### config.mk
export PLATFORM = sky130hd
export DESIGN_NAME = uart_tx
export DESIGN_NICKNAME = d
export VERILOG_FILES = /design/src/rtl/uart_tx.sv
export SDC_FILE = /design/constraint.sdc
export NUM_CORES = 1
export LEC_CHECK = 0
export ABC_AREA = 1
export CORE_ASPECT_RATIO = 1.1
export CORE_UTILIZATION = 40
export DETAILED_ROUTE_END_ITERATION = 16
export PLACE_DENSITY = 0.62
export SLEW_MARGIN = 30
export SYNTH_ARGS = -nofsm -noshare
export SYNTH_HDL_FRONTEND = slang
export SYNTH_SLANG_ARGS = --single-unit
### constraint.sdc
create_clock -name CLK -period 2.15 [get_ports CLK]
set_clock_uncertainty 0.15 [all_clocks]
set_input_delay 0.215 -clock CLK [delete_from_list [all_inputs] [get_ports CLK]]
set_output_delay 0.215 -clock CLK [all_outputs]
set_load 0.01 [all_outputs]
### src/rtl/uart_tx.sv
// uart_tx -- serialising UART transmitter.
//   Sends one frame per accepted word, LSB first: start(0), DATA_WIDTH data bits,
//   optional parity bit, stop(1). Each bit is held for eff_prescale CLK cycles,
//   where eff_prescale = max(prescale, 4).
// Ports:
//   CLK         clock
//   RST         synchronous active-low reset
//   P_DATA      word to send, sampled on accept
//   DATA_VALID  request; accepted only while idle
//   PAR_EN      1 = append parity bit, sampled on accept
//   PAR_TYP     0 = even parity, 1 = odd parity, sampled on accept
//   prescale    CLK cycles per bit, sampled on accept (values < 4 act as 4)
//   TX_OUT      registered serial line, idle high
//   busy        registered, high while a frame is in progress
module uart_tx #(
  parameter int DATA_WIDTH = 8,
  parameter int PRE_WIDTH  = 6
) (
  input  logic                  CLK,
  input  logic                  RST,
  input  logic [DATA_WIDTH-1:0] P_DATA,
  input  logic                  DATA_VALID,
  input  logic                  PAR_EN,
  input  logic                  PAR_TYP,
  input  logic [PRE_WIDTH-1:0]  prescale,
  output logic                  TX_OUT,
  output logic                  busy
);

  localparam int BIT_W = (DATA_WIDTH > 1) ? $clog2(DATA_WIDTH) : 1;
  localparam logic [BIT_W-1:0]     LAST_BIT = BIT_W'(DATA_WIDTH - 1);
  localparam logic [PRE_WIDTH-1:0] MIN_PRE  = PRE_WIDTH'(4);

  typedef enum logic [2:0] {
    IDLE,
    START,
    DATA,
    PARITY,
    STOP
  } state_t;

  state_t                state;
  logic [DATA_WIDTH-1:0] data_sr;
  logic                  par_bit;
  logic                  par_en_q;
  logic [PRE_WIDTH-1:0]  pre_q;
  logic [PRE_WIDTH-1:0]  edge_cnt;
  logic [BIT_W-1:0]      bit_cnt;
  logic                  bit_done;

  always_comb begin
    bit_done = (edge_cnt == (pre_q - PRE_WIDTH'(1)));
  end

  // TX_OUT is loaded with the value of the bit being entered at the same edge
  // the state changes, so the line and the state stay aligned cycle for cycle.
  always_ff @(posedge CLK) begin
    if (!RST) begin
      state    <= IDLE;
      data_sr  <= '0;
      par_bit  <= 1'b0;
      par_en_q <= 1'b0;
      pre_q    <= MIN_PRE;
      edge_cnt <= '0;
      bit_cnt  <= '0;
      TX_OUT   <= 1'b1;
      busy     <= 1'b0;
    end else begin
      case (state)
        IDLE: begin
          TX_OUT <= 1'b1;
          busy   <= 1'b0;
          if (DATA_VALID) begin
            data_sr  <= P_DATA;
            par_bit  <= PAR_TYP ? ~^P_DATA : ^P_DATA;
            par_en_q <= PAR_EN;
            pre_q    <= (prescale < MIN_PRE) ? MIN_PRE : prescale;
            edge_cnt <= '0;
            bit_cnt  <= '0;
            TX_OUT   <= 1'b0;
            busy     <= 1'b1;
            state    <= START;
          end
        end

        START: begin
          if (bit_done) begin
            edge_cnt <= '0;
            TX_OUT   <= data_sr[0];
            state    <= DATA;
          end else begin
            edge_cnt <= edge_cnt + PRE_WIDTH'(1);
          end
        end

        DATA: begin
          if (bit_done) begin
            edge_cnt <= '0;
            if (bit_cnt == LAST_BIT) begin
              if (par_en_q) begin
                TX_OUT <= par_bit;
                state  <= PARITY;
              end else begin
                TX_OUT <= 1'b1;
                state  <= STOP;
              end
            end else begin
              // data_sr[0] is the bit on the line; [1] is the next one out.
              bit_cnt <= bit_cnt + BIT_W'(1);
              data_sr <= data_sr >> 1;
              TX_OUT  <= data_sr[1];
            end
          end else begin
            edge_cnt <= edge_cnt + PRE_WIDTH'(1);
          end
        end

        PARITY: begin
          if (bit_done) begin
            edge_cnt <= '0;
            TX_OUT   <= 1'b1;
            state    <= STOP;
          end else begin
            edge_cnt <= edge_cnt + PRE_WIDTH'(1);
          end
        end

        STOP: begin
          if (bit_done) begin
            edge_cnt <= '0;
            TX_OUT   <= 1'b1;
            busy     <= 1'b0;
            state    <= IDLE;
          end else begin
            edge_cnt <= edge_cnt + PRE_WIDTH'(1);
          end
        end

        default: begin
          state  <= IDLE;
          TX_OUT <= 1'b1;
          busy   <= 1'b0;
        end
      endcase
    end
  end

endmodule

==> results.md, run 1 <==
* Fill cell count at 422
* Synth Area per Inst at 6.62 um^2
* Antenna fix cells at 0
* Post-synth top cells: nand2_1 (82), dfxtp_1 (30), inv_1 (29)
* Utilization after layout at 0.502
* Syn Nets at 291
* Yosys top cell by area: dfxtp_1
* Final-report hold violation count at 0
* Synthesized cell area at 1770 um^2
* Post-place instance area at 2010 um^2
* Leakage power at 0.928 nW
* Total CTS buffers at 5
* RePlAce Congestion at 0.803
* CTS H-Tree Depth at 2
* PwrDens at 1250 nW/um^2
* Routed vias/inst at 4.79
* Yosys reg bits at 30
* Share of cells above drive strength 1 at 0.109
* Unrepaired setup endpoints after global routing: false
* DIE HEIGHT at approximately 70 um
* Largest net degree at the start of global routing at 17
* Yosys cell types at 30
* Width of the die at 65.5 um
* DR pass1 iterations at 4
* Setup tns final at 0 ps
* Ys async rst share at 0
* Total number of vias at ~1700
* Number of global-route vias before repair at 1550
* DRC Markers at 0
* Wire per inst at approximately 11 um
* Critical path arrival at between 1500 and 2000 ps
* Critical path required time at 2140 ps
* Initial DRC count at 47
* DPL Wire Length at 2880 um
* Area of the die at between 4000 and 5000 um^2
* Final Cycle Share at 0.910
* Setup violations, final at 0
* Placed Instances at 337
* CTS tree: built
* Post-synthesis sequential area ratio at 0.339
* Max-slew headroom at 0.635
* Initial Util at 0.414
* First-pass GRT wire length at 6490 um
* Yosys top cell area share at 0.339
* # IOs at 21
* Top-count cell post-synth: nand2_1
* Clk Latency, worst-skew pair at 280 ps
* Hold Crit Depth at 2
* Clock-pin slew on the worst setup and hold paths at around 70 ps
* Max-Cap Viols at 0
* Number of flops mapped to enable cells by yosys at 0
* Sink Count at 30
* Reg2reg path depth at 13
* # hold bufs at CTS at 0
* Ys Warns at 0
* Total power at approximately 2.7 mW
* DP Worst Slack at 96.6 ps
* FMAX at 511 MHz
* GRT Util Overall at 0.181
* Gate Count Post-Synth at 268
* Worst Tran Pin Value at 547 ps
* Fin worst setup slack at around 190 ps
* Crit path kind: reg -> reg
* Crit. End Element: flip-flop
* GRT Residual Overflow at 0
* Final instance area at about 2100 um^2
* Final Max Tran Viols at 0
* Worst setup SP type: flip-flop
* IO buf count at 20
* Worst VDD drop at 0.674 mV
* Largest cells by area after synthesis: dfxtp_1 (34%), nand2_1 (17%), a21oi_1 (7.6%)
* # rows at 25
* DRT antenna net count at 0
* Hold Slack at between 300 and 400 ps
* Finished Layout Cells at 347
* Status: completed
* Final #Nets at 315
* Initial antenna violation count at 0
* Final min period at 1960 ps
* Worst hold path class: reg -> reg
* Final wirelength at 3870 um
* Worst-path fanout max at 10
* CTS root buf: clkbuf_8
* Clock Tree Buf Depth at 2
* Core Area at roughly 4300 um^2
* Layout Area Growth over Synthesis at 21.2%
* Ys flop type: dfxtp_1
## layout by cell type (no fill, tap or decap), drive strengths merged
cell type	instances
buf	3
nor2	23
nand3b	2
o31ai	2
xnor2	5
dfxtp	30
o211ai	1
a21oi	27
clkdlybuf4s50	20
nand3	23
xor2	4
ha	4
nand2	90
a211oi	2
inv	32
nor4	1
o21bai	2
o21ai	10
or2	2
clkbuf	8
nor3	2
## power by group
group / switching [mW] / internal [mW] / total (mW) / leakage, nW
combinational: 0.854 / 0.475 / 1.33 / 0.624
sequential: 0.111 / 0.705 / 0.816 / 0.246
clock: 0.218 / 0.323 / 0.541 / 0.0575
## worst paths after layout
check	endpoint	slack (ps)	startpoint
worst max-delay path	data_sr[3]	190	pre_q[0]
worst min-delay path	data_sr[2]	310	data_sr[2]
worst max register to register	data_sr[3]	190	pre_q[0]
worst min register to register	data_sr[2]	310	data_sr[2]
## metal layers
layer / global-route usage / part of all wire / up-vias
met5: 0 / 0 / -
met4: 0.0797 / 0.020 / 0
met3: 0.0382 / 0.028 / 7
met2: 0.322 / 0.50 / 25
met1: 0.204 / 0.46 / 729
li1: - / - / 902
## timing repair
| item | in CTS | in global routing |
|---|---|---|
| setup endpoints to repair | 0 | 14 |
| resized for setup | 0 | 5 |
| endpoints found under the hold margin | 0 | 0 |
| buffers inserted | 0 | 1 |
## cells by family after synthesis
group | synth area share
AO/OA/AOI/OAI | 0.140
flip-flops | 0.339
adder cells (fa/ha/maj) | 0.0282
XOR/XNOR | 0.0445
AND/OR/NAND/NOR | 0.352
buffers and inverters | 0.0960
## final cells by class
class / instances / area, um^2 / share of cell area
clock buffer: 8 / 110 / 0.0512
inverter: 32 / 120 / 0.0559
multi-input combinational: 200 / 1030 / 0.478
sequential: 30 / 601 / 0.279
tap: 54 / 67.6 / 0.0314
timing repair buffer: 23 / 223 / 0.104
## flip-flops by register name, summed over array words and instances (netlist names)
name,flops
TX_OUT,1
bit_cnt,3
state,3
pre_q,6
data_sr,8
par_en_q,1
par_bit,1
busy,1
edge_cnt,6
## worst max-delay path, stage by stage, from the launching register on
cell and delay, ps:
dfxtp_1 340, inv_2 70, ha_2 320, inv_1 40
nand2_1 60, nand2_1 50, nor2_1 90, nand2_1 70
nor2_2 120, nand3_4 130, nand2_4 140, nand2_4 100
nand2_1 80, a21oi_1 60
(Power assumes the default switching activity.)
==> run 2: changes to the inputs <==
- REMOVE_ABC_BUFFERS: not set -> 1
==> results.md, run 2 (same netlist as run 1, synthesis figures left out) <==
* Final Max Tran Viols at 0
* Wire per inst at 11.3 um
* Width of the die at roughly 65 um
* Setup violations, final at 0
* First-pass GRT wire length at 6640 um
* Crit path cell chain: inv_1 -> ha_2 -> inv_1 -> nand2_1 -> nand2_1 -> nor2_1 -> nand2_1 -> nor2_2 -> nand3_4 -> nand2_4 -> nand2_4 -> nand2_1 -> a21oi_1
* Worst VDD drop at ~0.63 mV
* Worst setup SP type: flip-flop
* Hold Slack at around 310 ps
* DPL Wire Length at 2890 um
* Largest net degree at the start of global routing at 17
* Worst Tran Pin Value at 535 ps
* Worst-path fanout max at 10
* Crit path kind: reg -> reg
* # rows at 25
* Initial DRC count at 82
* Worst hold path class: reg -> reg
* Max-Cap Viols at 0
* DRT antenna net count at 0
* Critical Path Sink: data_sr[5]
* Total CTS buffers at 5
* Antenna fix cells at 0
* CTS tree: built
* Clock power frac at 0.180
* Unrepaired setup endpoints after global routing: false
* Sw Share at 0.451
* Max incr delay on CP at 340 ps
* DIE HEIGHT at roughly 72 um
* Number of global-route vias before repair at around 1500
* FMAX at 504 MHz
* Most frequent cells in the layout: nand2_1 (82), dfxtp_1 (29), inv_1 (28)
* Clock Tree Buf Depth at 2
* Worst R2R Start: pre_q[1]
* Internal power at 1.45 mW
* GRT Util Overall at 0.187
* Reg2Reg Setup Slack at 170 ps
* Crit. End Element: flip-flop
* Share of cells above drive strength 1 at 0.109
* Final Cycle Share at 0.922
* PwrDens at around 1200 nW/um^2
* Critical path required time at 2140 ps
* Crit. path cell count at 13
* Final #Nets at 315
* Seq pwr share at 0.309
* CP dominant cell by count: nand2_1
* Biggest regs: data_sr: 8 flops, edge_cnt: 6 flops, pre_q: 6 flops
* Max FFs per register at 8
* CTS root buf: clkbuf_8
* Reg2reg path depth at 13
* Total number of vias at about 1700
* Worst reg2reg endpoint: data_sr[5]
* Final-report hold violation count at 0
* Worst setup startpoint: pre_q[1]
* Initial Util at 0.414
* Slowest stage cell, crit path: dfxtp_1
* CTS H-Tree Depth at 2
* Sink Count at 30
* Setup Fix Bufs, Post-CTS at 0
* Final min period at 1980 ps
* RePlAce Congestion at about 0.86
* Sw Pwr at 1.19 mW
* Max-slew headroom at 0.643
* Routed vias/inst at about 4.9
* IO buf count at 20
* DRC Markers at 0
* CP Buf/Inv Count at 2
* Initial antenna violation count at 0
* Leakage power at 0.917 nW
* Delay-heaviest family, CP: simple AND/OR/NAND/NOR gates
* Layout Area Growth over Synthesis at 20.0%
* Most common cell after layout, fill and taps aside: nand2_1
* Logic pwr share at 0.511
* Largest Register: data_sr
* Clk Latency, worst-skew pair at between 200 and 300 ps
* Core Area at 4290 um^2
* Critical path arrival at 1980 ps
* DR pass1 iterations at 4
* Clock-pin slew on the worst setup and hold paths at 60 ps
* Status: completed
* Final wirelength at 3930 um
* Setup tns final at 0 ps
* Utilization after layout at 0.496
* # IOs at 21
* GRT Residual Overflow at 0
* Area of the die at 4700 um^2
## run 2: cell count changes in the layout (fill, tap and decap cells not counted)
cell,before,now
nand2_4,3,2
clkbuf_1,0,1
clkbuf_8,8,6
dfxtp_1,30,29
dfxtp_2,0,1
nand2_2,5,6
clkinv_2,0,1
## run 2: worst min-delay path by stage
stage,to,slack (ps),startpoint,cells past startpoint
6_report,data_sr[2],310,data_sr[2],2
2_1_floorplan,TX_OUT,150,RST,1
4_1_cts,data_sr[3],310,data_sr[3],2
5_1_grt,data_sr[4],330,data_sr[4],2
3_5_place_dp,data_sr[6],310,data_sr[6],2
3_3_place_gp,data_sr[5],300,data_sr[5],2
## run 2: what timing repair did
action | in CTS | in global routing
hold buffers | 0 | 0
endpoints found under the setup margin | 0 | 14
gates resized for setup | 0 | 5
## run 2: layout make-up
cell class | count | area, um^2
clock buffer | 7 | 86.3
timing repair buffer | 23 | 223
tap | 54 | 67.6
inverter | 32 | 120
multi-input combinational | 200 | 1020
fill | 437 | 2160
sequential | 30 | 602
clock inverter | 1 | 5.00
## run 2: power by group through the flow
stage	logic, mW	registers [mW]	clock network, mW
global placement	1.30	0.824	0
floorplan	0.980	0.802	0
global route	1.54	0.836	0.518
CTS	1.32	0.813	0.493
finish	1.35	0.814	0.476
detailed placement	1.31	0.825	0
## run 2: worst reg2reg max path, delay by kind of cell (launching register included)
family | cells | cell delay, ps
compound gates | 1 | 60
buf+inv | 2 | 110
fa+ha+maj | 1 | 330
flops | 1 | 340
simple gates | 9 | 870
## run 2: through the flow
stage	power, mW	std cells	worst slack, ps	instance area [um^2]
floorplan	1.78	261	209	1720
CTS	2.62	346	70.4	2100
global route	2.90	347	9.02	2130
finish	2.64	347	168	2130
global placement	2.13	338	136	2010
detailed placement	2.13	338	87.7	2010
## run 2: metal layers
layer | part of all wire | global-route usage | wire, um | up-vias
met3 | 0.038 | 0.0541 | 149 | 9
met1 | 0.46 | 0.222 | 1790 | 769
met4 | 0.023 | 0.0797 | 91 | 0
met2 | 0.48 | 0.312 | 1890 | 35
li1 | - | - | - | 904
met5 | 0 | 0 | 0 | -
